### src/rtl/obstacle_speed_scheduler.sv
// obstacle_speed_scheduler: variable-rate move_tick generator for the obstacle/background scroll
// Ports:
//   clk, rst_n         clock and asynchronous active-low reset
//   game_tick          60 Hz single-cycle tick
//   game_start_pulse   start/restart a run
//   game_over_pulse    crash; freezes scrolling (wins over a simultaneous start)
//   move_tick          registered single-cycle pulse, one clk after the game_tick that overflows the accumulator
//   speed_level        current speed level 0..MAX_LEVEL
//   sched_state        0=IDLE, 1=RUN, 2=FROZEN
// Optional: define SPEED_SCHED_ATTRACT_EN to scroll at BASE_RATE while IDLE (title screen).
module obstacle_speed_scheduler #(
  parameter int ACC_W       = 8,
  parameter int BASE_RATE   = 128,
  parameter int RATE_STEP   = 16,
  parameter int MAX_LEVEL   = 7,
  parameter int LEVEL_TICKS = 600
) (
  input  logic       clk,
  input  logic       rst_n,
  input  logic       game_tick,
  input  logic       game_start_pulse,
  input  logic       game_over_pulse,
  output logic       move_tick,
  output logic [2:0] speed_level,
  output logic [1:0] sched_state
);
  localparam int CNT_W = $clog2(LEVEL_TICKS);
  typedef enum logic [1:0] {IDLE = 2'd0, RUN = 2'd1, FROZEN = 2'd2} state_t;
  state_t state_q, state_d;
  logic [ACC_W-1:0] acc_q, acc_d;
  logic [2:0] level_q, level_d;
  logic [CNT_W-1:0] cnt_q, cnt_d;
  logic move_q, move_d;
  logic [ACC_W:0] rate, sum;
  logic adv, wrap;
  always_comb begin
    // level only scales the rate in RUN; attract mode scrolls at the base rate
    rate = (ACC_W+1)'(BASE_RATE) + (state_q == RUN ? (ACC_W+1)'(level_q) * (ACC_W+1)'(RATE_STEP) : '0);
    sum = {1'b0, acc_q} + rate;
    wrap = cnt_q == CNT_W'(LEVEL_TICKS - 1);
`ifdef SPEED_SCHED_ATTRACT_EN
    adv = game_tick && (state_q == RUN || state_q == IDLE);
`else
    adv = game_tick && state_q == RUN;
`endif
    state_d = state_q;
    acc_d = acc_q;
    level_d = level_q;
    cnt_d = cnt_q;
    move_d = 1'b0;
    // over has priority: a coincident start or tick is dropped entirely
    if (game_over_pulse) state_d = state_q == RUN ? FROZEN : state_q;
    else if (game_start_pulse) begin
      state_d = RUN;
      acc_d = '0;
      level_d = '0;
      cnt_d = '0;
    end else if (adv) begin
      acc_d = sum[ACC_W-1:0];
      move_d = sum[ACC_W];
      if (state_q == RUN) begin
        cnt_d = wrap ? '0 : cnt_q + 1'b1;
        level_d = (wrap && level_q < 3'(MAX_LEVEL)) ? level_q + 3'd1 : level_q;
      end
    end
  end
  always_ff @(posedge clk or negedge rst_n) begin
    if (!rst_n) begin
      state_q <= IDLE;
      acc_q <= '0;
      level_q <= '0;
      cnt_q <= '0;
      move_q <= 1'b0;
    end else begin
      state_q <= state_d;
      acc_q <= acc_d;
      level_q <= level_d;
      cnt_q <= cnt_d;
      move_q <= move_d;
    end
  end
  assign move_tick = move_q;
  assign speed_level = level_q;
  assign sched_state = state_q;
endmodule

### config.mk
export PLATFORM = sky130hd
export DESIGN_NAME = obstacle_speed_scheduler
export DESIGN_NICKNAME = d
export VERILOG_FILES = /design/src/rtl/obstacle_speed_scheduler.sv
export SDC_FILE = /design/constraint.sdc
export NUM_CORES = 1
export LEC_CHECK = 0
export BUFFER_PORTS_ARGS = -buffer_cell sky130_fd_sc_hd__clkbuf_2
export CAP_MARGIN = 15
export CELL_PAD_IN_SITES_DETAIL_PLACEMENT = 1
export CELL_PAD_IN_SITES_GLOBAL_PLACEMENT = 1
export CORE_MARGIN = 2
export CORE_UTILIZATION = 50
export CTS_BUF_LIST = sky130_fd_sc_hd__clkbuf_4
export DETAILED_ROUTE_END_ITERATION = 10
export PLACE_DENSITY_LB_ADDON = 0.08
export SYNTH_ARGS = -nofsm -noshare
export SYNTH_HDL_FRONTEND = slang
export SYNTH_SLANG_ARGS = --single-unit
### constraint.sdc
create_clock -name clk -period 3.9 [get_ports clk]
set_input_delay 0.39 -clock clk [delete_from_list [all_inputs] [get_ports clk]]
set_output_delay 0.39 -clock clk [all_outputs]
set_load 0.02 [all_outputs]
==> results.cfg <==
[outcome]
status = finished clean

[pwr]
pwr_density_cell_nw_per_um2 = 301
peakVddDrop_uv = 200
leakage_nw = 0.570

[worst_setup_path]
criticalPathCategory = reg2reg
arrival_ps = 2310
end_kind = flop
path_max_fanout = 7
start_kind = flop
cp_data_required_time_ps = 4130

[hold_path]
holdCritPathClass = in2async

[place]
numPortBuffers = 10
gp_congestion = 0.810
hpwlAfterDp_um = 2020
pre_cts_ws_ps = 1850

[die]
dieHeight_um = 52.1
dieWidth_um = 52.1
start_util_pct = 52.8
row_count = 17
io_pins = 11
core_area_um2 = 2190
dieArea_um2 = 2720

[cts]
cts_tree = done
cts.path.max_buffers = 2
cts_root_buffer = clkbuf_4
cts_resized = 0
cts_max_level = 1
clkSinkCount = 20
cts_setup_buffers = 0
clk_latency_ps = 300
clk_pin_slew_ps = 110
ctsHoldBuffers = 0
numCtsBuffers = 3

[synth]
seq_area_frac_synth_pct = 43.2
synth_cell_type_count = 37
synth_fp_nets = 133
ys_seq_elements = 20
yosys_warnings = 0
synth_area_per_cell_um2 = 9.49
netlist_area_um2 = 1160
syn_inst = 122

[layout]
final_common_cell = dfrtp_1
area_growth_pct = 7.24
final_cell_mix = dfrtp_1, nand2_1, clkbuf_2, o21ai_0
drive_gt1_share_pct = 11.5
num-nets-final = 144
fillers = 259
fin_util_pct = 56.7
antennaDiodeCount = 0

[drt]
vias = 985
first_iter_violations = 15
post_drt_via_cell_ratio = 6.19
drc = 0
final_antenna_net_count = 0
wl_per_cell_um = 16.9
drt-total-wl_um = 2690
drtPass1Iterations = 4

[timing]
fmax_mhz = 481
setup_viol = 0
rsz0062_at_grt = no
post-route-min-period_ps = 2080
hold_viol_final = 0
worst_pin_slew_ps = 778
fin_skew_ps = 4.51
max-slew-margin-rel_pct = 47.8
worst_slack_ps = 1820
min_period_over_period_pct = 53.3
slew_viol_final = 0
tns_ps = 0

[global_route]
antenna_found_initial = 0
grt_pass1_vias = 1020
grt_overflow = 0
grt_pass1_wl_um = 4760
grt_max_degree = 22
track_usage_pct = 24.1

[job]
maxCapViolations = 0
-- cell usage after synthesis --
library cell / instances / area (um2)
buf_2: 1 / 5.00
and3_1: 1 / 6.26
clkbuf_1: 2 / 7.51
inv_1: 7 / 26.3
nor2_1: 7 / 26.3
dfrtp_1: 20 / 500
nand3_1: 6 / 30.0
and4b_1: 1 / 10.0
o22ai_1: 1 / 6.26
xnor2_1: 4 / 35.0
a21oi_1: 6 / 30.0
mux2i_1: 1 / 10.0
a31oi_1: 1 / 6.26
o211ai_1: 1 / 7.51
a41oi_1: 1 / 8.76
and4_1: 1 / 8.76
nand4_1: 3 / 18.8
nor3b_1: 1 / 7.51
nand3b_4: 1 / 20.0
or4_1: 3 / 22.5
fa_1: 1 / 20.0
o31ai_1: 4 / 30.0
a22o_1: 2 / 17.5
ha_1: 5 / 62.6
o31a_1: 1 / 8.76
and4bb_2: 1 / 12.5
or3_1: 2 / 12.5
a32o_1: 1 / 10.0
o21a_1: 1 / 7.51
nor2b_1: 2 / 12.5
nand2_1: 13 / 48.8
and2_1: 2 / 12.5
buf_6: 1 / 11.3
nor3_1: 3 / 15.0
a21o_1: 3 / 22.5
a211oi_1: 2 / 15.0
o21ai_0: 9 / 45.0
-- report_power, final --
group	internal, mW	switching [mW]	total (mW)
combinational	0.0156	0.0319	0.0475
clock	0.0360	0.0627	0.0987
sequential	0.215	0.0118	0.227
-- metal layers --
| metal | GRT usage [%] | routed length [um] | part of all wire, % |
|---|---|---|---|
| met5 | 0 | 0 | 0 |
| met3 | 3.74 | 97 | 3.6 |
| met2 | 39.0 | 1310 | 49 |
| met1 | 31.4 | 1240 | 46 |
| met4 | 11.0 | 42 | 1.6 |
-- critical path, cell delays in order (launching register included) --
cell and delay [ps]:
dfrtp_1 500, nor2b_1 280, nand2_1 130, inv_1 70, ha_1 220, a21o_1 170
a21o_1 170, or3_1 310, a21oi_1 160
-- per-stage QoR --
step / power, mW / std cells / cell area, um2 / hold slack, ps
finish: 0.373 / 159 / 1240 / 35.3
global route: 0.389 / 159 / 1240 / 62.0
CTS: 0.378 / 159 / 1240 / 50.7
detailed placement: 0.279 / 156 / 1220 / 385
global placement: 0.276 / 156 / 1220 / 379
floorplan: 0.260 / 122 / 1160 / 94.4
-- cell type report --
class | instances | area (um2) | share of cell area (%)
clock buffers | 3 | 22.5 | 1.81
inverters | 7 | 26.3 | 2.12
multi-input cells | 91 | 607 | 48.9
flip-flops and latches | 20 | 500 | 40.3
well taps | 28 | 35.0 | 2.82
repair buffers | 10 | 50.0 | 4.03
-- flip-flops by register name, summed over array words and instances, names as in the netlist --
name	count
sched_state	2
acc_q	4
speed_level	3
cnt_q	10
move_tick	1
-- cells by family after synthesis --
group	share of synthesized area, %
simple gates	22.8
flops	43.2
xor+xnor	3.03
fa+ha+maj	7.14
buf+inv	4.32
compound gates	18.6
mux	0.865
-- path summary, 6_finish.rpt --
kind / from / endpoint / slack, ps / depth (start not counted)
max: sched_state[0] / acc_q[7] / 1820 / 8
min: rst_n / acc_q[5] / 40 / 1
max reg2reg: sched_state[0] / acc_q[7] / 1820 / 8
min reg2reg: cnt_q[0] / cnt_q[0] / 530 / 1
max in group asynchronous: rst_n / cnt_q[8] / 3510 / 1
min in group clk: game_start_pulse / acc_q[5] / 390 / 2
(Power assumes the default switching activity.)
